### src/rtl/mem_access_unit.sv
// Load/store front end for a word-only data memory: sub-word loads are lane
// selected and extended big-endian, sub-word stores use a read-modify-write.
module mem_access_unit #(
   parameter int ADDR_W = 32,
   parameter int DATA_W = 32
) (
   input  logic              clock,
   input  logic              reset_n,
   input  logic              req_valid,
   output logic              req_ready,
   input  logic              req_write,
   input  logic [1:0]        req_size,
   input  logic              req_unsigned,
   input  logic [ADDR_W-1:0] req_addr,
   input  logic [DATA_W-1:0] req_wdata,
   output logic              resp_valid,
   output logic [DATA_W-1:0] resp_rdata,
   output logic              resp_misalign,
   output logic [ADDR_W-1:0] mem_address,
   output logic              mem_MemRead,
   output logic              mem_MemWrite,
   output logic [DATA_W-1:0] mem_WriteData,
   input  logic [DATA_W-1:0] mem_ReadData
);

   typedef enum logic [2:0] {IDLE, LOAD, RMW_RD, WRITE, RESP} state_t;

   state_t            state;
   logic [1:0]        size_q;
   logic              unsigned_q;
   logic [ADDR_W-1:0] addr_q;
   logic [15:0]       wdata_q;
   logic [DATA_W-1:0] merge_q;
   logic              bad;

   // Lane selection is big-endian: byte offset 0 is bits [31:24].
   function automatic logic [31:0] lane_load(input logic [31:0] w, input logic [1:0] sz,
                                             input logic uns, input logic [1:0] off);
      logic [7:0]  b;
      logic [15:0] h;
      case (off)
         2'd0:    b = w[31:24];
         2'd1:    b = w[23:16];
         2'd2:    b = w[15:8];
         default: b = w[7:0];
      endcase
      h = off[1] ? w[15:0] : w[31:16];
      case (sz)
         2'b00:   lane_load = {{24{b[7] & ~uns}}, b};
         2'b01:   lane_load = {{16{h[15] & ~uns}}, h};
         default: lane_load = w;
      endcase
   endfunction

   function automatic logic [31:0] lane_merge(input logic [31:0] w, input logic [1:0] sz,
                                              input logic [1:0] off, input logic [15:0] d);
      logic [31:0] r;
      r = w;
      if (sz == 2'b00) begin
         case (off)
            2'd0:    r[31:24] = d[7:0];
            2'd1:    r[23:16] = d[7:0];
            2'd2:    r[15:8]  = d[7:0];
            default: r[7:0]   = d[7:0];
         endcase
      end else if (off[1]) begin
         r[15:0] = d;
      end else begin
         r[31:16] = d;
      end
      lane_merge = r;
   endfunction

   assign bad = (req_size == 2'b11) ||
                (req_size == 2'b01 && req_addr[0]) ||
                (req_size == 2'b10 && req_addr[1:0] != 2'b00);

   // Request handshake: a request transfers on a rising edge where req_valid
   // and req_ready are both high; req_ready is high only in IDLE. The response
   // is a single-cycle resp_valid pulse with no backpressure.
   assign req_ready     = (state == IDLE);
   assign resp_valid    = (state == RESP);
   assign mem_MemRead   = (state == LOAD) || (state == RMW_RD);
   assign mem_MemWrite  = (state == WRITE);
   assign mem_address   = {addr_q[ADDR_W-1:2], 2'b00};
   assign mem_WriteData = merge_q;

   always_ff @(posedge clock or negedge reset_n) begin
      if (!reset_n) begin
         state         <= IDLE;
         size_q        <= '0;
         unsigned_q    <= 1'b0;
         addr_q        <= '0;
         wdata_q       <= '0;
         merge_q       <= '0;
         resp_rdata    <= '0;
         resp_misalign <= 1'b0;
      end else begin
         case (state)
            IDLE: begin
               if (req_valid) begin
                  size_q        <= req_size;
                  unsigned_q    <= req_unsigned;
                  addr_q        <= req_addr;
                  wdata_q       <= req_wdata[15:0];
                  resp_misalign <= bad;
                  if (bad) begin
                     state <= RESP;
                  end else if (!req_write) begin
                     state <= LOAD;
                  end else if (req_size == 2'b10) begin
                     merge_q <= req_wdata;
                     state   <= WRITE;
                  end else begin
                     state <= RMW_RD;
                  end
               end
            end
            LOAD: begin
               resp_rdata <= lane_load(mem_ReadData, size_q, unsigned_q, addr_q[1:0]);
               state      <= RESP;
            end
            RMW_RD: begin
               merge_q <= lane_merge(mem_ReadData, size_q, addr_q[1:0], wdata_q);
               state   <= WRITE;
            end
            WRITE:   state <= RESP;
            RESP:    state <= IDLE;
            default: state <= IDLE;
         endcase
      end
   end

endmodule

### config.mk
export PLATFORM = sky130hd
export DESIGN_NAME = mem_access_unit
export DESIGN_NICKNAME = d
export VERILOG_FILES = /design/src/rtl/mem_access_unit.sv
export SDC_FILE = /design/constraint.sdc
export NUM_CORES = 1
export LEC_CHECK = 0
export BUFFER_PORTS_ARGS = -buffer_cell sky130_fd_sc_hd__buf_4
export CAP_MARGIN = 20
export CORE_ASPECT_RATIO = 0.9
export CORE_MARGIN = 1
export CORE_UTILIZATION = 57
export CTS_BUF_LIST = sky130_fd_sc_hd__clkbuf_8
export CTS_CLUSTER_DIAMETER = 120
export DETAILED_ROUTE_END_ITERATION = 7
export PLACE_DENSITY = 0.88
export SETUP_SLACK_MARGIN = 0.2
export SKIP_LAST_GASP = 1
export SYNTH_ARGS = -nofsm -noshare
export SYNTH_HDL_FRONTEND = slang
export SYNTH_SLANG_ARGS = --single-unit
### constraint.sdc
create_clock -name clock -period 3.2 [get_ports clock]
set_input_delay 0.16 -clock clock [delete_from_list [all_inputs] [get_ports clock]]
set_output_delay 0.16 -clock clock [all_outputs]
set_load 0.02 [all_outputs]
==> results.ini <==
[die]
die_h_um=100
io_pins=204
coreArea_um2=10300
rows=35
die_x_um=111
dieArea_um2=11200
initial_core_util_pct=59.4

[worst_setup_path]
rrSetupSlack_ns=0.81
required_ns=3.50
crit_buf_inv=0
rr_worst_depth=4
cp_cell_sequence=nor2_1 > a41oi_1 > and3_1 > a21oi_1
critPathSlowestCell=dfrtp_1
rr_startpoint=size_q[1]
r2r_end=resp_rdata[24]
cp_max_fo=26
arrival_ns=2.69
end_kind=register
worst-setup-path-type=register to register
critPathTopFamily=flip-flops
startpoint_type=register
critical-path-max-stage-delay_ns=0.89

[timing]
min_period_ns=2.39
hold_viol=0
final-setup-viol-count=0
fin_tns_setup_ns=0
rsz0062_at_grt=no
worst_pin_slew_ns=0.992
hold_ws_ns=0.00820
finalCritPeriodShare_pct=74.8
slew_headroom_pct=33.6
fin_skew_ns=0.0154
fmax_mhz=418
slew_viol_final=0

[pwr]
ir_drop_mv=0.611
pwr_density_cell_nw_per_um2=1090
comb_power_share_pct=52.7
power.internal_mw=5.11
p_clk_share_pct=15.3
power.net_switching_mw=4.14
swShare_pct=44.8
sequentialPowerShare_pct=32.1
leakagePower_nw=3.88
total_power_mw=9.25

[finish]
final_cells=981
n_antenna_cell=0
drive_gt1_share_pct=35.3
fin_nets=942
area_growth_pct=38.0

[min_path]
hold_end=mem_WriteData[5]
hold_depth=3
hp-start=mem_ReadData[5]
hp-class=primary input to register

[global_routing]
met1_usage_pct=47.7
grt_use_total_pct=39.0
met2_usage_pct=63.8
overflow=0
antenna_found_initial=0
grt_max_degree=63
grt_pass1_vias=6137
gr-usage-met3_pct=11.1
busiest_layer=met2
grt_pass1_wl_um=33000

[clocking]
htree_levels=4
clk_pin_slew_ns=0.08
post_cts_buffers=0
cts_resized=0
cts_tree=yes
cts.hold.buffers_added=64
cts_buffers=17
insertion_delay_ns=0.45
cts_root_buffer=clkbuf_8
cts_sinks=119
cts_buffer_depth=2

[synth]
synth_cell_types=43
synth-main-ff-cell=dfrtp_1
synth_edf_count=0
synthCells=623
syn-cell-area_um2=6140
yosys_warnings=0
ys_seq_area_share_pct=48.5
synthArstFlopShare_pct=100
synth-seq-cells=119
avgSynthCellArea_um2=9.85

[drt]
drc=28
drt_wl_total_um=21300
dr.pass1.iters=8
ant_nets=0
avgRoutedWirePerCell_um=21.7
avgViaCountPerCell=6.28
vias=6160
drt_iter0_drc=750

[place]
dp_hpwl_um=13500
placed_cells=885
io_buffers=201
place.gp.congestion=0.929

[run]
cap_violations=0

[outcome]
violations=design-rule violations
status=finished, violations left

[worst min-delay path: cells and delay by family]
kind / cells / cell delay (ns)
compound gates: 1 / 0.06
buf+inv: 1 / 0.13
simple gates: 1 / 0.06
[power groups by stage]
stage / registers [mW] / clock network [mW] / logic, mW
2_1_floorplan: 3.08 / 0 / 3.03
3_3_place_gp: 2.88 / 0 / 4.50
3_5_place_dp: 2.92 / 0 / 4.66
4_1_cts: 2.90 / 1.39 / 4.75
5_1_grt: 3.04 / 1.48 / 5.17
6_report: 2.96 / 1.41 / 4.87
[routing by layer]
| metal | share of wire [%] | wire length (um) | vias to the layer above |
|---|---|---|---|
| met4 | 4.3 | 915 | 0 |
| met5 | 0 | 0 | - |
| met1 | 36 | 7600 | 2927 |
| met3 | 12 | 2520 | 81 |
| li1 | - | - | 2666 |
| met2 | 48 | 10300 | 486 |
[registers in the layout (all words and copies together), names as in the netlist]
| signal | cells |
|---|---|
| resp_misalign | 1 |
| unsigned_q | 1 |
| wdata_q | 16 |
| addr_q | 32 |
| size_q | 2 |
| resp_rdata | 32 |
| state | 3 |
| mem_WriteData | 32 |
[cells by family after synthesis]
logic type      after synthesis  share of synthesized area (%)
compound gates              196                           21.4
simple gates                161                           11.8
flops                       119                           48.5
mux                          54                           9.87
other cells                   1                         0.0611
buf+inv                      92                           8.42
[placed cells by master, fill, tap and decap left out, types with 2 or more instances in the layout]
master         synthesis  layout
o211ai_1              24      24
nand4_1                2       2
nor2_1                60      60
conb_1                 1       2
a21o_1                10      10
mux2i_1                2       2
o221ai_1               8       8
a32oi_1                6       6
a21oi_1               51      51
dfrtp_1              119     119
a221oi_1              17      17
nand3_1                3       3
clkbuf_8               0      18
buf_4                 38     211
nor3_1                 2       2
clkinv_2               0       4
dlygate4sd3_1          0      64
a31oi_1                3       3
a22o_1                 6       6
o21ai_0               21      21
and2_1                 2       2
mux2_2                52      52
nand2_1               72      72
inv_1                 12      17
nor3b_1                3       3
a22oi_1               23      23
clkinvlp_4             0       2
bufinv_16              0       3
nor4b_1                2       2
nand2b_1               2       2
o22ai_1               23      23
or2_2                  4       4
[Yosys cell counts (2+ instances only)]
| library cell | n | area share, % |
|---|---|---|
| a22o_1 | 6 | 0.86 |
| nor3b_1 | 3 | 0.37 |
| and3_1 | 2 | 0.20 |
| a32oi_1 | 6 | 0.86 |
| buf_2 | 11 | 0.90 |
| nand4_1 | 2 | 0.20 |
| and2_1 | 2 | 0.20 |
| inv_1 | 12 | 0.73 |
| nor3_1 | 2 | 0.16 |
| buf_4 | 38 | 4.6 |
| a221oi_1 | 17 | 2.4 |
| o21ai_0 | 21 | 1.7 |
| or2_2 | 4 | 0.41 |
| mux2i_1 | 2 | 0.33 |
| mux2_2 | 52 | 9.5 |
| o221ai_1 | 8 | 1.1 |
| a31oi_1 | 3 | 0.31 |
| buf_6 | 2 | 0.37 |
| o22ai_1 | 23 | 2.3 |
| nor4b_1 | 2 | 0.29 |
| a21o_1 | 10 | 1.2 |
| clkbuf_1 | 27 | 1.7 |
| nand2_1 | 72 | 4.4 |
| nand3_1 | 3 | 0.24 |
| a21oi_1 | 51 | 4.2 |
| a22oi_1 | 23 | 2.8 |
| buf_1 | 2 | 0.12 |
| nand2b_1 | 2 | 0.20 |
| o211ai_1 | 24 | 2.9 |
| nor2_1 | 60 | 3.7 |
| dfrtp_1 | 119 | 49 |
[stage by stage]
stage | worst slack (ns) | area [um^2] | utilization (%)
after floorplan | 1.42 | 6140 | -
after global placement | 1.05 | 7440 | 72.0
after detailed placement | 0.901 | 7440 | 72.0
after CTS | 0.890 | 8470 | 81.9
after global routing | 0.668 | 8470 | 81.9
final | 0.805 | 8470 | 81.9
[worst max path at each step]
stage                          from             end  slack [ns]  depth (start not counted)
after floorplan            state[2]      addr_q[10]        1.42                          6
after global placement     state[2]  resp_rdata[29]        1.05                          4
after detailed placement   state[2]  resp_rdata[24]        0.90                          4
after CTS                  state[2]  resp_rdata[24]        0.89                          4
after global routing      size_q[1]  resp_rdata[28]        0.67                          4
final                     size_q[1]  resp_rdata[24]        0.81                          4
[area by class of cell]
type / count / area, um^2
flip-flops and latches: 119 / 2980
well taps: 129 / 161
clock inverters: 14 / 144
fillers: 629 / 1870
multi-input cells: 413 / 2650
repair buffers: 276 / 2240
clock buffers: 18 / 248
inverters: 12 / 45.0
(Power assumes the default switching activity.)
